===== src/rtl/transpose_unit.sv =====
// transpose_unit: combinational transpose of an m x n matrix of 8-bit elements
// held in a fixed 5x5 frame. Returns the n x m transpose in the same frame, with
// all slots outside the result region forced to zero.
//
// Ports
//   clk         system clock; not used internally (shared datapath port list)
//   reset       asynchronous active-low reset; not used internally (no state)
//   m_in        input row count, legal 1..5
//   n_in        input column count, legal 1..5
//   matrix_in   packed input frame, element (r,c) at [(r*5+c)*8 +: 8]
//   m_out       result row count (n_in when valid, else 0)
//   n_out       result column count (m_in when valid, else 0)
//   matrix_out  packed result frame, same packing; zero outside result region
//   valid       both dimensions are in 1..5
module transpose_unit (
  input  logic         clk,
  input  logic         reset,
  input  logic [2:0]   m_in,
  input  logic [2:0]   n_in,
  input  logic [199:0] matrix_in,
  output logic [2:0]   m_out,
  output logic [2:0]   n_out,
  output logic [199:0] matrix_out,
  output logic         valid
);

  localparam int unsigned Dim   = 5;
  localparam int unsigned ElemW = 8;

  // Thermometer decode: bit k set when k < count, so a dimension of 3 enables
  // indices 0..2. Counts above the frame saturate; they are rejected by valid.
  function automatic logic [Dim-1:0] therm(input logic [2:0] count);
    logic [Dim-1:0] mask;
    mask = '0;
    case (count)
      3'd0:    mask = 5'b00000;
      3'd1:    mask = 5'b00001;
      3'd2:    mask = 5'b00011;
      3'd3:    mask = 5'b00111;
      3'd4:    mask = 5'b01111;
      default: mask = 5'b11111;
    endcase
    return mask;
  endfunction

  logic           m_legal;
  logic           n_legal;
  logic [Dim-1:0] res_row_en;  // result rows in use (indexed by input column)
  logic [Dim-1:0] res_col_en;  // result columns in use (indexed by input row)

  assign m_legal = (m_in != 3'd0) && (m_in <= 3'd5);
  assign n_legal = (n_in != 3'd0) && (n_in <= 3'd5);
  assign valid   = m_legal && n_legal;

  // Gating the row enables with valid zeroes the whole frame on illegal input.
  assign res_row_en = valid ? therm(n_in) : '0;
  assign res_col_en = therm(m_in);

  assign m_out = valid ? n_in : 3'd0;
  assign n_out = valid ? m_in : 3'd0;

  // Result slot (i,j) takes input slot (j,i) when inside the n_in x m_in region.
  for (genvar i = 0; i < Dim; i++) begin : g_res_row
    for (genvar j = 0; j < Dim; j++) begin : g_res_col
      logic slot_en;
      assign slot_en = res_row_en[i] && res_col_en[j];
      assign matrix_out[(i*Dim+j)*ElemW +: ElemW] =
          slot_en ? matrix_in[(j*Dim+i)*ElemW +: ElemW] : '0;
    end
  end

  // clk and reset exist only for port-list uniformity with sibling units.
  logic unused_clk_reset;
  assign unused_clk_reset = clk ^ reset;

endmodule


===== config.mk =====
export PLATFORM = sky130hd
export DESIGN_NAME = transpose_unit
export DESIGN_NICKNAME = d
export VERILOG_FILES = /design/src/rtl/transpose_unit.sv
export SDC_FILE = /design/constraint.sdc
export NUM_CORES = 1
export LEC_CHECK = 0
export BUFFER_PORTS_ARGS = -buffer_cell sky130_fd_sc_hd__buf_4
export CORE_AREA = 2 2 161 163
export DETAILED_ROUTE_END_ITERATION = 12
export DIE_AREA = 0 0 163 165
export GPL_ROUTABILITY_DRIVEN = 1
export GPL_TIMING_DRIVEN = 0
export PLACE_DENSITY = 0.4
export SLEW_MARGIN = 20
export SYNTH_ARGS = -nofsm -noshare
export SYNTH_HDL_FRONTEND = slang
export SYNTH_SLANG_ARGS = --single-unit

===== constraint.sdc =====
create_clock -name vclk -period 1.7
set_clock_uncertainty 0.2 [all_clocks]
set_input_delay 0.17 -clock vclk [all_inputs]
set_output_delay 0.17 -clock vclk [all_outputs]
set_load 0.03 [all_outputs]

==> impl_metrics.tcl <==
set metrics [dict create \
    whs_ns 0.461 \
    cp-end-kind "output port" \
    grt_max_degree 11 \
    port-buffer-count 413 \
    nets 900 \
    yosysSeqAreaShare_pct 0 \
    grt_pass1_wl_um 22900 \
    antenna_cells 0 \
    cap_violations 0 \
    dp_cells 1003 \
    required_ns 1.33 \
    groute.usage.overall_pct 11.3 \
    total_power_w 0.00157 \
    hpwl_um 14400 \
    gp_congestion 0.761 \
    syn_area_per_cell_um2 6.23 \
    power_density_nw_per_um2 275 \
    synthesis.area_um2 1620 \
    synthXorXnorAreaFrac_pct 1.08 \
    ant_nets 0 \
    vdd_drop_max_mv 0.127 \
    synthAdderAreaFrac_pct 0 \
    synth.area.top_cells "and3_1, clkbuf_2, and3_2, and2_1, clkbuf_1" \
    firstDrtPassIters 4 \
    synth.top_cells.by_count "and3_1, clkbuf_2, and2_1, clkbuf_1, and3_2" \
    finalHoldViolCount 0 \
    fin_cells 1020 \
    syn2layout_area_growth_pct 253 \
    pre_cts_slack_ns -0.551 \
    drc_errors 0 \
    violations "negative setup slack" \
    core-area_um2 25000 \
    synth_mux_area_share_pct 0 \
    synth-compound-area-share_pct 1.70 \
    max_freq_ghz 0.586 \
    via_count 3784 \
    grt_antenna_before_repair 1 \
    setup_slack_ns -0.00704 \
    die_w_um 163 \
    synth.yosys.warnings 0 \
    grt-ovfl-total 0 \
    cellInternalPower_w 0.000764 \
    dieArea_um2 26900 \
    syn-num-nets 468 \
    p_sw_w 0.000811 \
    design.seq.count 0 \
    worstPathArrival_ns 1.34 \
    yosysMostFrequentCell "and3_1" \
    ios 415 \
    crit_type "input pin to output port" \
    clkPwrFrac_pct 0 \
    drtIter0Drc 118 \
    initial_utilization_pct 6.47 \
    start_kind "input pin" \
    status "complete, but fails checks" \
    die_h_um 165 \
    num-clock-buffers 0 \
    seqPwrFrac_pct 0 \
    cp_max_fo 10 \
    final_max_slew_viol_count 0 \
    grt_pass1_vias 3731 \
    rsz0062_at_grt "true" \
    yosys.area.top_type_share_pct 71.0 \
    fin_crit_sh_pct 100 \
    synth-simple-area-share_pct 86.0 \
    synth.distinct_cells 17 \
    drive_gt1_share_pct 73.0 \
    worst_pin_slew_ns 0.360 \
    finalWirelength_um 17200 \
    avgRoutedWirePerCell_um 16.8 \
    via_per_inst 3.71 \
    synthCells 260 \
    p_leak_nw 3.65 \
    timing.final.crit_period_ns 1.71 \
    synth_top_family_by_area "simple AND/OR/NAND/NOR gates" \
    placementRows 58 \
    hp-class "input pin to output port" \
    pwr-share-comb_pct 100.0 \
    swShare_pct 51.5 \
    hold_depth 3 \
    finalSetupViolCount 2 \
    regArea_um2 0 \
    fin_util_pct 22.8 \
    relSlewSlack_pct 76.0 \
    synth.largest_area_cell "and3_1" \
]
per-stage QoR:
step | TNS [ns] | instance area (um2)
final | -0.0128 | 5720
after global routing | -0.885 | 5720
after CTS | -0.0793 | 5580
after detailed placement | -69.28 | 5130
after global placement | -61.83 | 5130
after floorplan | 0 | 1620
power groups by stage:
| stage | Clock, W | Sequential, W | Combinational (W) |
|---|---|---|---|
| 5_1_grt | 0 | 0 | 0.00167 |
| 4_1_cts | 0 | 0 | 0.00157 |
| 3_5_place_dp | 0 | 0 | 0.00145 |
| 6_report | 0 | 0 | 0.00157 |
| 2_1_floorplan | 0 | 0 | 0.000651 |
| 3_3_place_gp | 0 | 0 | 0.00145 |
placed cells by master (no fill, tap or decap):
cell type / count
nand2b_4: 1
clkbuf_4: 7
clkbuf_1: 1
buf_12: 7
nor3_2: 1
a21oi_4: 3
buf_4: 397
and3_4: 8
and3_2: 10
and2_1: 5
nand3b_1: 1
and2_4: 8
nor2b_4: 2
xor2_2: 1
and3b_1: 1
buf_6: 30
buf_2: 3
xor2_4: 1
clkbuf_8: 5
buf_8: 5
and3_1: 177
and3b_2: 1
a21oi_1: 1
clkbuf_2: 13
nor3_4: 1
critical path, cell delays in order:
cell and delay [ns]:
buf_6 0.13, nor3_2 0.24, a21oi_4 0.05, buf_12 0.14, clkbuf_4 0.18, and3_1 0.22
buf_4 0.18
layer usage:
metal | vias up | track usage, % | part of all wire [%]
li1 | 1813 | - | -
met1 | 1715 | 12.9 | 38
met2 | 242 | 22.6 | 53
met3 | 14 | 1.61 | 7.4
met4 | 0 | 1.41 | 1.3
met5 | - | 0 | 0
repair_timing:
action | in CTS | in global routing
setup buffers | 14 | 2
endpoints found under the setup margin | 207 | 133
hold buffers | 0 | 0
cloned | 2 | 0
pin swaps | 2 | 8
resized for setup | 72 | 43
path summary, 6_finish.rpt:
| kind | startpoint | endpoint | slack (ns) |
|---|---|---|---|
| max | m_in[2] | matrix_out[81] | -0.007 |
| min | matrix_in[157] | matrix_out[189] | 0.46 |
cell families after synthesis:
| logic type | Yosys count |
|---|---|
| compound gates | 4 |
| simple gates | 216 |
| xor+xnor | 2 |
| buf+inv | 38 |
layout make-up:
| class | count | area, um2 |
|---|---|---|
| buffer | 37 | 297 |
| fill | 2823 | 19300 |
| multi-input combinational | 222 | 1570 |
| tap | 330 | 413 |
| timing repair buffer | 431 | 3440 |
Note: power is estimated with default switching activity, not from simulation.
